File: src/rtl/pipe_hazard_ctrl.sv
// rtl/pipe_hazard_ctrl.sv - stall/flush controller and mul/div sequencer for the 5-stage pipeline
module pipe_hazard_ctrl #(
  parameter int MD_CYCLES = 33,
  parameter int CNT_W     = 6
) (
  input  logic       clock,
  input  logic       clr,
  input  logic       isMul_dx,
  input  logic       isDiv_dx,
  input  logic       isLw_dx,
  input  logic [4:0] rd_dx,
  input  logic [4:0] rs_fd,
  input  logic [4:0] rt_fd,
  input  logic       uses_rs_fd,
  input  logic       uses_rt_fd,
  input  logic       branch_taken_x,
  input  logic       md_ready,
  output logic       md_start,
  output logic       md_busy,
  output logic       ena_pc,
  output logic       ena_fd,
  output logic       ena_dx,
  output logic       flush_fd,
  output logic       flush_dx,
  output logic       bubble_xm,
  output logic       md_timeout
);

  typedef enum logic [1:0] {
    IDLE = 2'd0,
    RUN  = 2'd1,
    DONE = 2'd2
  } state_t;

  localparam logic [CNT_W-1:0] CNT_LAST = CNT_W'(MD_CYCLES - 1);

  state_t           state;
  state_t           next_state;
  logic [CNT_W-1:0] cnt;
  logic             md_req;
  logic             load_use;
  logic             run_limit;

  assign md_req    = isMul_dx | isDiv_dx;
  assign run_limit = (cnt == CNT_LAST);
  // $0 is hardwired zero, so a lw targeting it never creates a dependency
  assign load_use  = isLw_dx & (rd_dx != 5'd0) &
                     ((uses_rs_fd & (rs_fd == rd_dx)) | (uses_rt_fd & (rt_fd == rd_dx)));

  // state register, RUN counter, registered start pulse and sticky timeout flag
  always_ff @(posedge clock) begin
    if (clr) begin
      state      <= IDLE;
      cnt        <= '0;
      md_start   <= 1'b0;
      md_timeout <= 1'b0;
    end else begin
      state    <= next_state;
      md_start <= (state == IDLE) && !branch_taken_x && md_req;
      if (state == IDLE) begin
        cnt <= '0;
      end else if (state == RUN) begin
        cnt <= cnt + 1'b1;
      end
      // md_ready wins over the limit, so a result on the last cycle is not a timeout
      if ((state == RUN) && !md_ready && run_limit) begin
        md_timeout <= 1'b1;
      end
    end
  end

  // next-state logic; a taken branch in X suppresses the mul/div start
  always_comb begin
    next_state = state;
    case (state)
      IDLE: if (!branch_taken_x && md_req) next_state = RUN;
      RUN:  if (md_ready || run_limit) next_state = DONE;
      DONE: next_state = IDLE;
      default: next_state = IDLE;
    endcase
  end

  // pipeline register controls; hazard decisions are held off while clr is asserted
  always_comb begin
    md_busy   = 1'b0;
    ena_pc    = 1'b1;
    ena_fd    = 1'b1;
    ena_dx    = 1'b1;
    flush_fd  = 1'b0;
    flush_dx  = 1'b0;
    bubble_xm = 1'b0;
    case (state)
      IDLE: begin
        if (!clr) begin
          if (branch_taken_x) begin
            flush_fd = 1'b1;
            flush_dx = 1'b1;
          end else if (md_req) begin
            ena_pc    = 1'b0;
            ena_fd    = 1'b0;
            ena_dx    = 1'b0;
            bubble_xm = 1'b1;
          end else if (load_use) begin
            ena_pc   = 1'b0;
            ena_fd   = 1'b0;
            flush_dx = 1'b1;
          end
        end
      end
      RUN: begin
        md_busy   = 1'b1;
        ena_pc    = 1'b0;
        ena_fd    = 1'b0;
        ena_dx    = 1'b0;
        bubble_xm = 1'b1;
      end
      DONE: begin
        // all enables stay high so X/M captures the result and D/X advances
      end
      default: begin
      end
    endcase
  end

endmodule

File: config.mk
export PLATFORM = sky130hd
export DESIGN_NAME = pipe_hazard_ctrl
export DESIGN_NICKNAME = d
export VERILOG_FILES = /design/src/rtl/pipe_hazard_ctrl.sv
export SDC_FILE = /design/constraint.sdc
export NUM_CORES = 1
export LEC_CHECK = 0
export CORE_MARGIN = 1
export CORE_UTILIZATION = 35
export CTS_BUF_LIST = sky130_fd_sc_hd__clkbuf_8
export DETAILED_ROUTE_END_ITERATION = 8
export PLACE_DENSITY = 0.72
export SYNTH_ARGS = -nofsm -noshare
export SYNTH_HDL_FRONTEND = slang
export SYNTH_SLANG_ARGS = --single-unit
File: constraint.sdc
create_clock -name clock -period 6.1 [get_ports clock]
set_clock_uncertainty 0.1 [all_clocks]
set_input_delay 1.83 -clock clock [delete_from_list [all_inputs] [get_ports clock]]
set_output_delay 1.83 -clock clock [all_outputs]
set_load 0.02 [all_outputs]
==> metrics.yaml <==
run_status:
  status: "finished, violations left"
  violations: "DRC"
timing:
  hold_violations: 0
  tns_ps: 0
  setup_ws_ps: 278
  setup_violations: 0
  whs_ps: 373
  period_share_pct: 95.4
  fmax_mhz: 172
  worstMarginPinSlew_ps: 445
  period_minus_slack_ps: 5820
  drv_slew: 0
  rsz0062_at_grt: "false"
  maxSlewHeadroom_pct: 70.1
floorplanning:
  ios: 33
  die_h_um: 43.5
  die_w_um: 43.5
  core_area_mm2: 0.00156
  dieArea_mm2: 0.00189
  start_util_pct: 38.6
  row_count: 14
hold_path:
  hold_depth: 2
  hold_class: "reg -> reg"
global_routing:
  grt_pass1_wl_mm: 2.53
  grt.overflow.total: 0
  grt_usage_pct: 18.3
  grt_pass1_vias: 611
  antenna_found_initial: 0
  grt_start_max_net_pins: 8
synth:
  syn_nets: 101
  synthDistinctLibCells: 24
  yosys_warnings: 0
  ys_seq_elements: 10
  netlist_area_um2: 602
  ys_seq_area_share_pct: 33.3
  syn_inst: 75
  avgSynthCellArea_um2: 8.02
drt:
  first_pass_iters: 6
  drc: 5
  via_count: 620
  ant_nets: 0
  drtIter0Drc: 17
  via_per_inst: 4.92
  wl_mm: 1.53
  post_drt_wl_per_cell_um: 12.2
critical_path:
  worstPathArrival_ps: 3890
  crit_fanout: 3
  rrSetupSlack_ps: 4740
  crit_required_ps: 4170
  crit_type: "in -> out"
  r2r_start: "state[1]"
  startpoint: "rd_dx[3]"
  reg2reg_depth: 5
  endpoint: "ena_fd"
  rr_endpoint: "cnt[5]"
  start_kind: "input pin"
  cp-end-kind: "output pin"
layout:
  layout-drive-gt1-share_pct: 5.45
  area_growth_pct: 64.4
  n_antenna_cell: 0
  ff_latch_area_um2: 200
  multi_input_area_um2: 372
  fill_cells: 134
  nets: 137
clocking:
  cts.htree.levels: 1
  cts_resized: 0
  cts_buffer_depth: 2
  cts_sinks: 10
  clock_latency_ps: 230
  root_buffer: "clkbuf_8"
  cts_tree: "built"
  post-cts-setup-buffer-count: 0
  clk_pin_slew_worst_paths_ps: 50
  hold_buffers: 0
  cts_made_buffers: 3
placed_design:
  finalWeightedCongestion: 0.842
  io_buffers: 32
  place_ws_ps: 286
  dp_hpwl_mm: 1.28
power_and_ir_drop:
  p_leak_nw: 0.382
  pwr_density_cell_mw_per_mm2: 204
  peakVddDrop_uv: 132
  power_w: 0.000202
flow_run:
  maxCapViolations: 0
==> how the worst min path moves through the flow <==
| stage | slack, ps | to | start |
|---|---|---|---|
| 6_report | 370 | md_timeout | md_timeout |
| 5_1_grt | 420 | md_timeout | md_timeout |
| 4_1_cts | 380 | md_timeout | md_timeout |
| 3_5_place_dp | 360 | md_timeout | md_timeout |
| 3_3_place_gp | 360 | md_timeout | md_timeout |
| 2_1_floorplan | 360 | cnt[1] | cnt[1] |
==> flip-flops by register name, indices dropped and copies added, names as in the netlist <==
register,flops
cnt,6
md_start,1
md_timeout,1
state,2
==> final cells by class <==
| class | instances | area share (%) |
|---|---|---|
| Sequential cell | 10 | 20.2 |
| Timing Repair Buffer | 32 | 32.4 |
| Multi-Input combinational cell | 58 | 37.5 |
| Tap cell | 16 | 2.02 |
| Inverter | 6 | 2.28 |
| Clock buffer | 4 | 5.56 |
==> metal layers <==
| layer | up-vias | track usage (%) | part of all wire (%) |
|---|---|---|---|
| li1 | 319 | - | - |
| met1 | 283 | 19.5 | 44 |
| met2 | 14 | 31.5 | 50 |
| met3 | 4 | 7.50 | 4.7 |
| met4 | 0 | 8.13 | 1.9 |
| met5 | - | 0 | 0 |
==> metrics by stage <==
step,util (%),instances,instance area (µm²)
global placement,60.0,122,935
global route,63.5,126,990
floorplan,-,75,602
detailed placement,60.0,122,935
finish,63.5,126,990
CTS,63.5,126,990
==> cells by family after synthesis <==
group | after synthesis | synth area share [%]
buffers and inverters | 7 | 4.99
adders and majority gates | 2 | 4.16
AOI/OAI and AO/OA | 9 | 9.36
and+or+nand+nor | 32 | 26.4
DFF | 10 | 33.3
xor gates and xnor gates | 15 | 21.8
==> synthesized netlist by cell type <==
master    number  share of area (%)
and2_1         1                1.0
and4b_1        1                1.7
nand2_1        7                4.4
nand4_1        4                4.2
and3_1         1                1.0
nor3_1         2                1.7
nor3b_1        1                1.2
nand2b_1       1                1.0
o22ai_1        1                1.0
buf_4          1                1.2
nor4_1         1                1.0
a21oi_1        4                3.3
or3_1          1                1.0
ha_1           2                4.2
o21ai_1        1               0.83
or4_1          1                1.2
xnor2_1       10                 15
a21o_1         1                1.2
o21ai_2        1                1.5
nor2_1        11                6.9
inv_1          6                3.7
dfxtp_1       10                 33
xor2_1         5                7.3
a31o_2         1                1.5
==> worst max-delay path, cell delays in order <==
cell             delay, ps
clkdlybuf4s50_1        460
or4_1                  560
o21ai_2                140
nor4_1                  60
a21oi_1                200
clkdlybuf4s50_1        640
==> report_power, final <==
group / switching (W) / internal, W / total [W] / leakage (nW)
clock: 0.0000247 / 0.0000566 / 0.0000813 / 0.0288
sequential: 0.00000165 / 0.0000672 / 0.0000688 / 0.0811
combinational: 0.0000220 / 0.0000296 / 0.0000516 / 0.272
==> layout by cell type, fill, tap and decap left out <==
cell / n
a21o_1: 1
a21oi_1: 4
a31o_2: 1
and2_1: 1
and3_1: 1
and4b_1: 1
clkbuf_8: 4
clkdlybuf4s50_1: 32
dfxtp_1: 10
ha_1: 2
inv_1: 6
nand2_1: 7
nand2b_1: 1
nand4_1: 4
nor2_1: 11
nor3_1: 2
nor3b_1: 1
nor4_1: 1
o21ai_1: 1
o21ai_2: 1
o22ai_1: 1
or3_1: 1
or4_1: 1
xnor2_1: 10
xor2_1: 5
No activity file was read; power rests on OpenSTA's default activity.
